--- config.mk ---
export PLATFORM = sky130hd
export DESIGN_NAME = fsqrt_sched
export DESIGN_NICKNAME = d
export VERILOG_FILES = /design/src/rtl/fpu_sched_pkg.sv /design/src/rtl/fsqrt.sv /design/src/rtl/fsqrt_sched_arb.sv /design/src/rtl/fsqrt_sched.sv
export SDC_FILE = /design/constraint.sdc
export NUM_CORES = 1
export LEC_CHECK = 0
export CELL_PAD_IN_SITES_DETAIL_PLACEMENT = 1
export CELL_PAD_IN_SITES_GLOBAL_PLACEMENT = 2
export CORE_MARGIN = 2
export CORE_UTILIZATION = 37
export DETAILED_ROUTE_END_ITERATION = 10
export HOLD_SLACK_MARGIN = 0.03
export PLACE_DENSITY_LB_ADDON = 0.1
export SLEW_MARGIN = 20
export SYNTH_ARGS = -nofsm -noshare
export SYNTH_HDL_FRONTEND = slang
export SYNTH_HIERARCHICAL = 1
export SYNTH_SLANG_ARGS = --single-unit
--- constraint.sdc ---
create_clock -name clk -period 106.4 [get_ports clk]
set_input_delay 21.28 -clock clk [delete_from_list [all_inputs] [get_ports clk]]
set_output_delay 21.28 -clock clk [all_outputs]
set_load 0.02 [all_outputs]
--- src/rtl/fpu_sched_pkg.sv ---
// fpu_sched_pkg: shared types for the fsqrt scheduler pipeline
package fpu_sched_pkg;
    typedef logic [31:0] fp32_t;
    localparam int MAX_IDW = 3;
    typedef struct packed {
        logic               v;
        logic [MAX_IDW-1:0] id;
        fp32_t              d;
    } sched_stage_t;
    localparam fp32_t FP_ONE = 32'h3F800000;
endpackage

--- src/rtl/fsqrt.sv ---
// fsqrt: combinational single-precision square root, round-to-nearest-even
module fsqrt
    import fpu_sched_pkg::*;
(
    input  fp32_t x,
    output fp32_t y
);
    logic [49:0] rad;
    logic [27:0] rem, trial;
    logic [23:0] root;
    logic [22:0] mant;
    logic [7:0]  e_r;
    // Odd unbiased exponents shift the radicand one extra bit so the root exponent halves exactly.
    always_comb begin
        rad = x[23] ? {2'b01, x[22:0], 25'b0} : {1'b1, x[22:0], 26'b0};
        rem = '0;
        root = '0;
        trial = '0;
        for (int i = 24; i >= 0; i--) begin
            rem = {rem[25:0], rad[2*i+1 -: 2]};
            trial = {2'b00, root, 2'b01};
            root = {root[22:0], rem >= trial};
            rem = root[0] ? rem - trial : rem;
        end
        mant = root[23:1] + 23'(root[0] & (|rem | root[1]));
        e_r = 8'((9'(x[30:23]) + 9'd127) >> 1);
        y = (x[30:23] == 8'd0) ? {x[31], 31'b0} :
            x[31]              ? 32'h7FC00000 :
            (&x[30:23])        ? {x[31:23], x[22] | (|x[22:0]), x[21:0]} :
                                 {1'b0, e_r, mant};
    end
endmodule

--- src/rtl/fsqrt_sched_arb.sv ---
// rr_arbiter: round-robin one-hot grant searching upward from ptr with wrap
module rr_arbiter #(
    parameter int N = 4,
    localparam int IW = $clog2(N)
) (
    input  logic [N-1:0]  req,
    input  logic [IW-1:0] ptr,
    input  logic          en,
    output logic [N-1:0]  gnt,
    output logic [IW-1:0] idx
);
    logic [N-1:0] upper, pick;
    always_comb begin
        upper = req & ~((N'(1) << ptr) - N'(1));
        pick = (|upper) ? upper : req;
        gnt = en ? (pick & (~pick + N'(1))) : '0;
        idx = '0;
        for (int k = 0; k < N; k++)
            idx = gnt[k] ? IW'(k) : idx;
    end
endmodule

--- src/rtl/fsqrt_sched.sv ---
// fsqrt_sched: round-robin shared fsqrt core with LAT-stage tagged pipeline and backpressured response
module fsqrt_sched
    import fpu_sched_pkg::*;
#(
    parameter int NREQ = 4,
    parameter int LAT  = 2,
    localparam int IDW = $clog2(NREQ),
    localparam int IFW = $clog2(LAT + 1)
) (
    input  logic                  clk,
    input  logic                  rstn,
    input  logic [NREQ-1:0]       req_valid,
    input  logic [NREQ-1:0][31:0] req_x,
    output logic [NREQ-1:0]       req_ready,
    output logic                  resp_valid,
    input  logic                  resp_ready,
    output logic [IDW-1:0]        resp_id,
    output logic [31:0]           resp_y,
    output logic [IFW-1:0]        in_flight
);
    sched_stage_t   st_q [LAT];
    sched_stage_t   st_d [LAT];
    sched_stage_t   last;
    logic [IDW-1:0] rr_ptr_q, rr_ptr_d, gnt_idx;
    logic           advance, accept, unused_id;
    fp32_t          y;

    assign advance = !resp_valid || resp_ready;
    assign accept = |req_ready;
    assign rr_ptr_d = (gnt_idx == IDW'(NREQ - 1)) ? '0 : gnt_idx + 1'b1;

    // Reset also gates the grant so nothing handshakes while the pipeline is cleared.
    rr_arbiter #(.N(NREQ)) u_arb (
        .req(req_valid),
        .ptr(rr_ptr_q),
        .en (advance && rstn),
        .gnt(req_ready),
        .idx(gnt_idx)
    );

    fsqrt u_fsqrt (.x(st_q[0].d), .y(y));

    always_comb begin
        st_d[0] = sched_stage_t'{v: accept, id: MAX_IDW'(gnt_idx), d: req_x[gnt_idx]};
        for (int i = 1; i < LAT; i++)
            st_d[i] = (i == 1) ? sched_stage_t'{v: st_q[0].v, id: st_q[0].id, d: y} : st_q[i-1];
        last = (LAT == 1) ? sched_stage_t'{v: st_q[0].v, id: st_q[0].id, d: y} : st_q[LAT-1];
        in_flight = '0;
        for (int i = 0; i < LAT; i++)
            in_flight = in_flight + IFW'(st_q[i].v);
    end

    assign resp_valid = last.v;
    assign resp_id = last.id[IDW-1:0];
    assign resp_y = last.d;
    assign unused_id = ^last.id;

    always_ff @(posedge clk or negedge rstn) begin
        if (!rstn) begin
            rr_ptr_q <= '0;
            st_q <= '{default: '0};
        end else if (advance) begin
            st_q <= st_d;
            rr_ptr_q <= accept ? rr_ptr_d : rr_ptr_q;
        end
    end

    a_onehot: assert property (@(posedge clk) disable iff (!rstn) $onehot0(req_ready));
    a_stall: assert property (@(posedge clk) disable iff (!rstn)
        resp_valid && !resp_ready |=> $stable(resp_y) && $stable(resp_id));
    a_depth: assert property (@(posedge clk) disable iff (!rstn) int'(in_flight) <= LAT);
endmodule

# == After elaboration in Yosys (flattened, before gate mapping) ==
# Index checks and enable logic that the tools add are counted.
# op_classes
addsub,31
order_cmp,26
eq_ne,1
n_shift,1
n_mux,37
n_bitwise,7
reduce_logical,10
# ops
operator,n
$mux W26,24
$mux W32,3
$bmux W32 S2,1
$mux W50,1
$mux W31,1
$ge A28 B10 Y1,1
$ge A28 B11 Y1,1
$ge A28 B12 Y1,1
$ge A28 B13 Y1,1
$ge A28 B14 Y1,1
$ge A28 B15 Y1,1
$ge A28 B16 Y1,1
$ge A28 B17 Y1,1
$ge A28 B18 Y1,1
$ge A28 B19 Y1,1
$ge A28 B20 Y1,1
$ge A28 B21 Y1,1
$ge A28 B22 Y1,1
$ge A28 B23 Y1,1
$ge A28 B24 Y1,1
$ge A28 B25 Y1,1
$ge A28 B26 Y1,1
$ge A28 B3 Y1,1
$ge A28 B4 Y1,1
other kinds (57),64
# totals
register_bits,72
inputBits,135
out_inout_bits,41
wordCells,120

# == Longest topological paths before layout ==
# logic_depth
ltp_word,58
depth_mapped,487
depth_no_buf,446

# == Hierarchy ==
# Netlist, hierarchy kept.
# modules_own_cells
mod,n_inst,cells_each,area_per_inst_um2,seq_area_each_um2
fsqrt,1,3994,27490.1,0.0
fsqrt_sched,1,381,3973.8,1801.7
rr_arbiter,1,23,130.1,0.0

# == Least setup slack after synthesis ==
# Ideal clock, no wire load.
# synth_path
path_type,reg2reg
startpoint,register st_q[59] (netlist bit)
endpoint,register st_q (netlist bit resp_y[22])
setup_time_ps,117
t_arrival_ps,84835
t_required_ps,106283
setup_slack_ps,21448
stages_incl_launch_ff,472
n_path_buf,51
synth_period_minus_slack_ps,84952
cell_sequence,dfrtp_1 -> buf_2 -> buf_4 -> buf_2 -> buf_1 -> clkbuf_1 -> mux2i_1 -> ha_1 -> buf_6 -> nor3b_4 -> nor2_1 -> a2bb2oi_1 -> ha_1 -> and3_1 -> or4_4 -> o21ai_2 -> nand2_1 -> inv_1 -> [... 436 more ...] -> a211o_1 -> nor4_1 -> o211ai_1 -> o311a_1 -> and2_1 -> a21oi_1 -> ha_1 -> and3_1 -> nand4_1 -> nor2_1 -> and3_1 -> clkbuf_1 -> nand4_1 -> xnor2_1 -> a21oi_1 -> nor2_1 -> nand2_1 -> nand2_1
# synth_lines
element,line_no,rtl
from (decl),fsqrt_sched.sv:21,sched_stage_t st_q [LAT];
from (signal assigned),fsqrt_sched.sv:63,st_q <= st_d;

==> reports/qor.yml <==
cts:
  cts_tree: "built"
  hold_buffers: 0
  clk_path_buf_depth: 2
  ctsRootBufferMaster: "clkbuf_16"
  htreeDepth: 3
  clock-sinks: 72
  insertion_delay_ns: 0.36
  clkTransAtPathRegs_ns: 0.07
  numCtsBuffers: 9
flow_run:
  maxCapViolCount: 0
worst_hold_path:
  hold_path.class: "register to register"
  worstHoldStart: "resp_id[0]$_DFFE_PN0N_"
critical_path:
  crit_slowest_cell: "or3_4"
  crit_required_ns: 106.70
  path_common_cell: "a21oi_1"
  slowest_delay_ns: 0.65
  critPathBufInv: 48
  start_kind: "register"
  arrival_ns: 97.40
  crit_path_end_kind: "register"
  startpoint: "st_q[59]$_DFFE_PN0N_"
  cp_max_fo: 51
  worstSetupPathType: "register to register"
  r2r-start: "st_q[59]$_DFFE_PN0N_"
  cp_top_family: "compound AO/OA/AOI/OAI gates"
die:
  dieArea_sq_um: 87700
  rows: 107
  die_w_microns: 296
  initial_core_util: 0.372
  io_pins: 176
  core_area_sq_um: 84900
  fp.dieH_microns: 296
sta:
  finalCritPeriodShare: 0.913
  setup_tns_ns: 0
  setup_viol: 0
  slew_viol_final: 0
  rsz0062_at_grt: "no"
  min_period_ns: 97.10
  worst_slew_pin_slew_ns: 1.13
  final_hold_viol_count: 0
  fmax_mhz: 10.3
  slew_headroom: 0.239
  skew_ns: 0.0147
route:
  wl_microns: 128000
  initialDrtViolationCount: 1790
  dr_wl_met3_microns: 5050
  postRouteAntennaNets: 0
  highest_layer: "met4"
  met2_wirelength_microns: 57300
  wl_per_cell_microns: 22.7
  wl_met1_microns: 63500
  routed_via_density: 5.98
  dr.pass1.iters: 5
  vias: 33600
  drc: 0
logic_synthesis:
  netlist_area_sq_um: 31600
  synth_edf_count: 0
  ys_seq_area_frac: 0.0570
  synth-async-reset-ratio: 1.00
  synth_ff_type: "dfrtp_1"
  yosysWarningCount: 6
  synth.distinct_cells: 172
  ys_seq_elements: 72
  syn_inst: 4398
  postSynthAreaPerCell_sq_um: 7.18
global_routing:
  antenna_found_initial: 2
  grt_pass1_wl_microns: 197000
  grt_util_all_layers: 0.281
  grt_pass1_vias: 33200
  grt_remaining_overflow: 0
  grt_start_max_net_pins: 71
final_layout:
  drive_above_1_share: 0.0891
  final_common_cell: "a21oi_1"
  fillCellCount: 10900
  syn2layout_area_growth_pct: 8.27
  layout_common_cells: "a21oi_1 (499), nand2_1 (422), nor2_1 (419), ha_1 (337), xnor2_1 (237)"
  nNetsFinal: 4936
run_status:
  status: "completed"
place:
  io_buffers: 175
  hpwl_microns: 104000
  gp_congestion: 0.900
[flip-flops by register name (all words and copies together), names as in the netlist]
| signal | cells |
|---|---|
| resp_y | 32 |
| st_q | 32 |
| st_d | 3 |
| resp_id | 2 |
| rr_ptr_q | 2 |
| resp_valid | 1 |
[synthesized netlist by cell type, drive strengths merged (44+ instances only)]
library cell,instances,area (sq um)
a211oi,45,365
a21o,107,815
a21oi,511,2620
a31oi,75,494
and2,45,287
and3,59,389
buf,144,1170
clkbuf,44,193
dfrtp,72,1800
ha,337,4220
inv,213,812
mux2,52,597
mux2i,117,1170
nand2,432,1670
nand3,104,573
nand4,58,415
nor2,423,1600
nor3,115,654
nor4,45,352
o21ai,238,1240
o21bai,139,1050
xnor2,239,2110
xor2,84,766
[layer usage]
layer  track usage  up-vias
met3        0.0217       81
li1              -    16400
met5             0        -
met2         0.466      641
met1         0.398    16400
met4        0.0498        0
[worst paths after layout]
kind	end	slack (ns)	cells after the start
max	resp_y[16]$_DFFE_PN0N_	9.30	445
min reg2reg	resp_id[0]$_DFFE_PN0N_	0.46	2
max in group asynchronous	st_q[59]$_DFFE_PN0N_	84.58	2
min in group asynchronous	resp_y[1]$_DFFE_PN0N_	20.84	1
max reg2reg	resp_y[16]$_DFFE_PN0N_	9.30	445
min	resp_id[0]$_DFFE_PN0N_	0.46	2
[tightest hold or removal path, stage by stage (launching register included)]
cell	delay (ns)
dfrtp_1	0.34
nand2_1	0.05
nand2_1	0.04
[cell type report]
type / count / area (sq um) / area share
multi-input cells: 3946 / 27700 / 0.811
repair buffers: 219 / 2080 / 0.0609
flip-flops and latches: 72 / 1800 / 0.0527
well taps: 1144 / 1430 / 0.0418
inverters: 215 / 836 / 0.0244
clock buffers: 10 / 229 / 0.00669
clock inverters: 6 / 90.1 / 0.00263
diodes: 2 / 5.00 / 0.000146
[per-stage QoR]
stage	instances	cell area (sq um)	hold slack (ns)	utilization	worst slack, ns
6_report	5614	34200	0.463	0.403	9.30
5_1_grt	5614	34200	0.491	0.403	0.187
4_1_cts	5608	34100	0.468	0.402	7.10
3_5_place_dp	5592	33800	0.455	0.398	7.39
3_3_place_gp	5592	33800	0.448	0.398	10.97
2_1_floorplan	4423	31700	0.439	-	21.45
[cells by family after synthesis]
family                     share of synthesized area
xor gates and xnor gates                      0.0910
other                                       0.000238
and+or+nand+nor                                0.256
buffers and inverters                         0.0702
AOI/OAI and AO/OA                              0.336
muxes                                         0.0561
DFF                                           0.0570
adders and majority gates                      0.134
[timing repair]
item,CTS,global route
gates resized for setup,0,13
buffers inserted,0,4
endpoints found under the setup margin,0,23
Power is left out: the tool's default activity adds up to more than one toggle a clock period on the data nets, which glitch-free logic cannot reach.
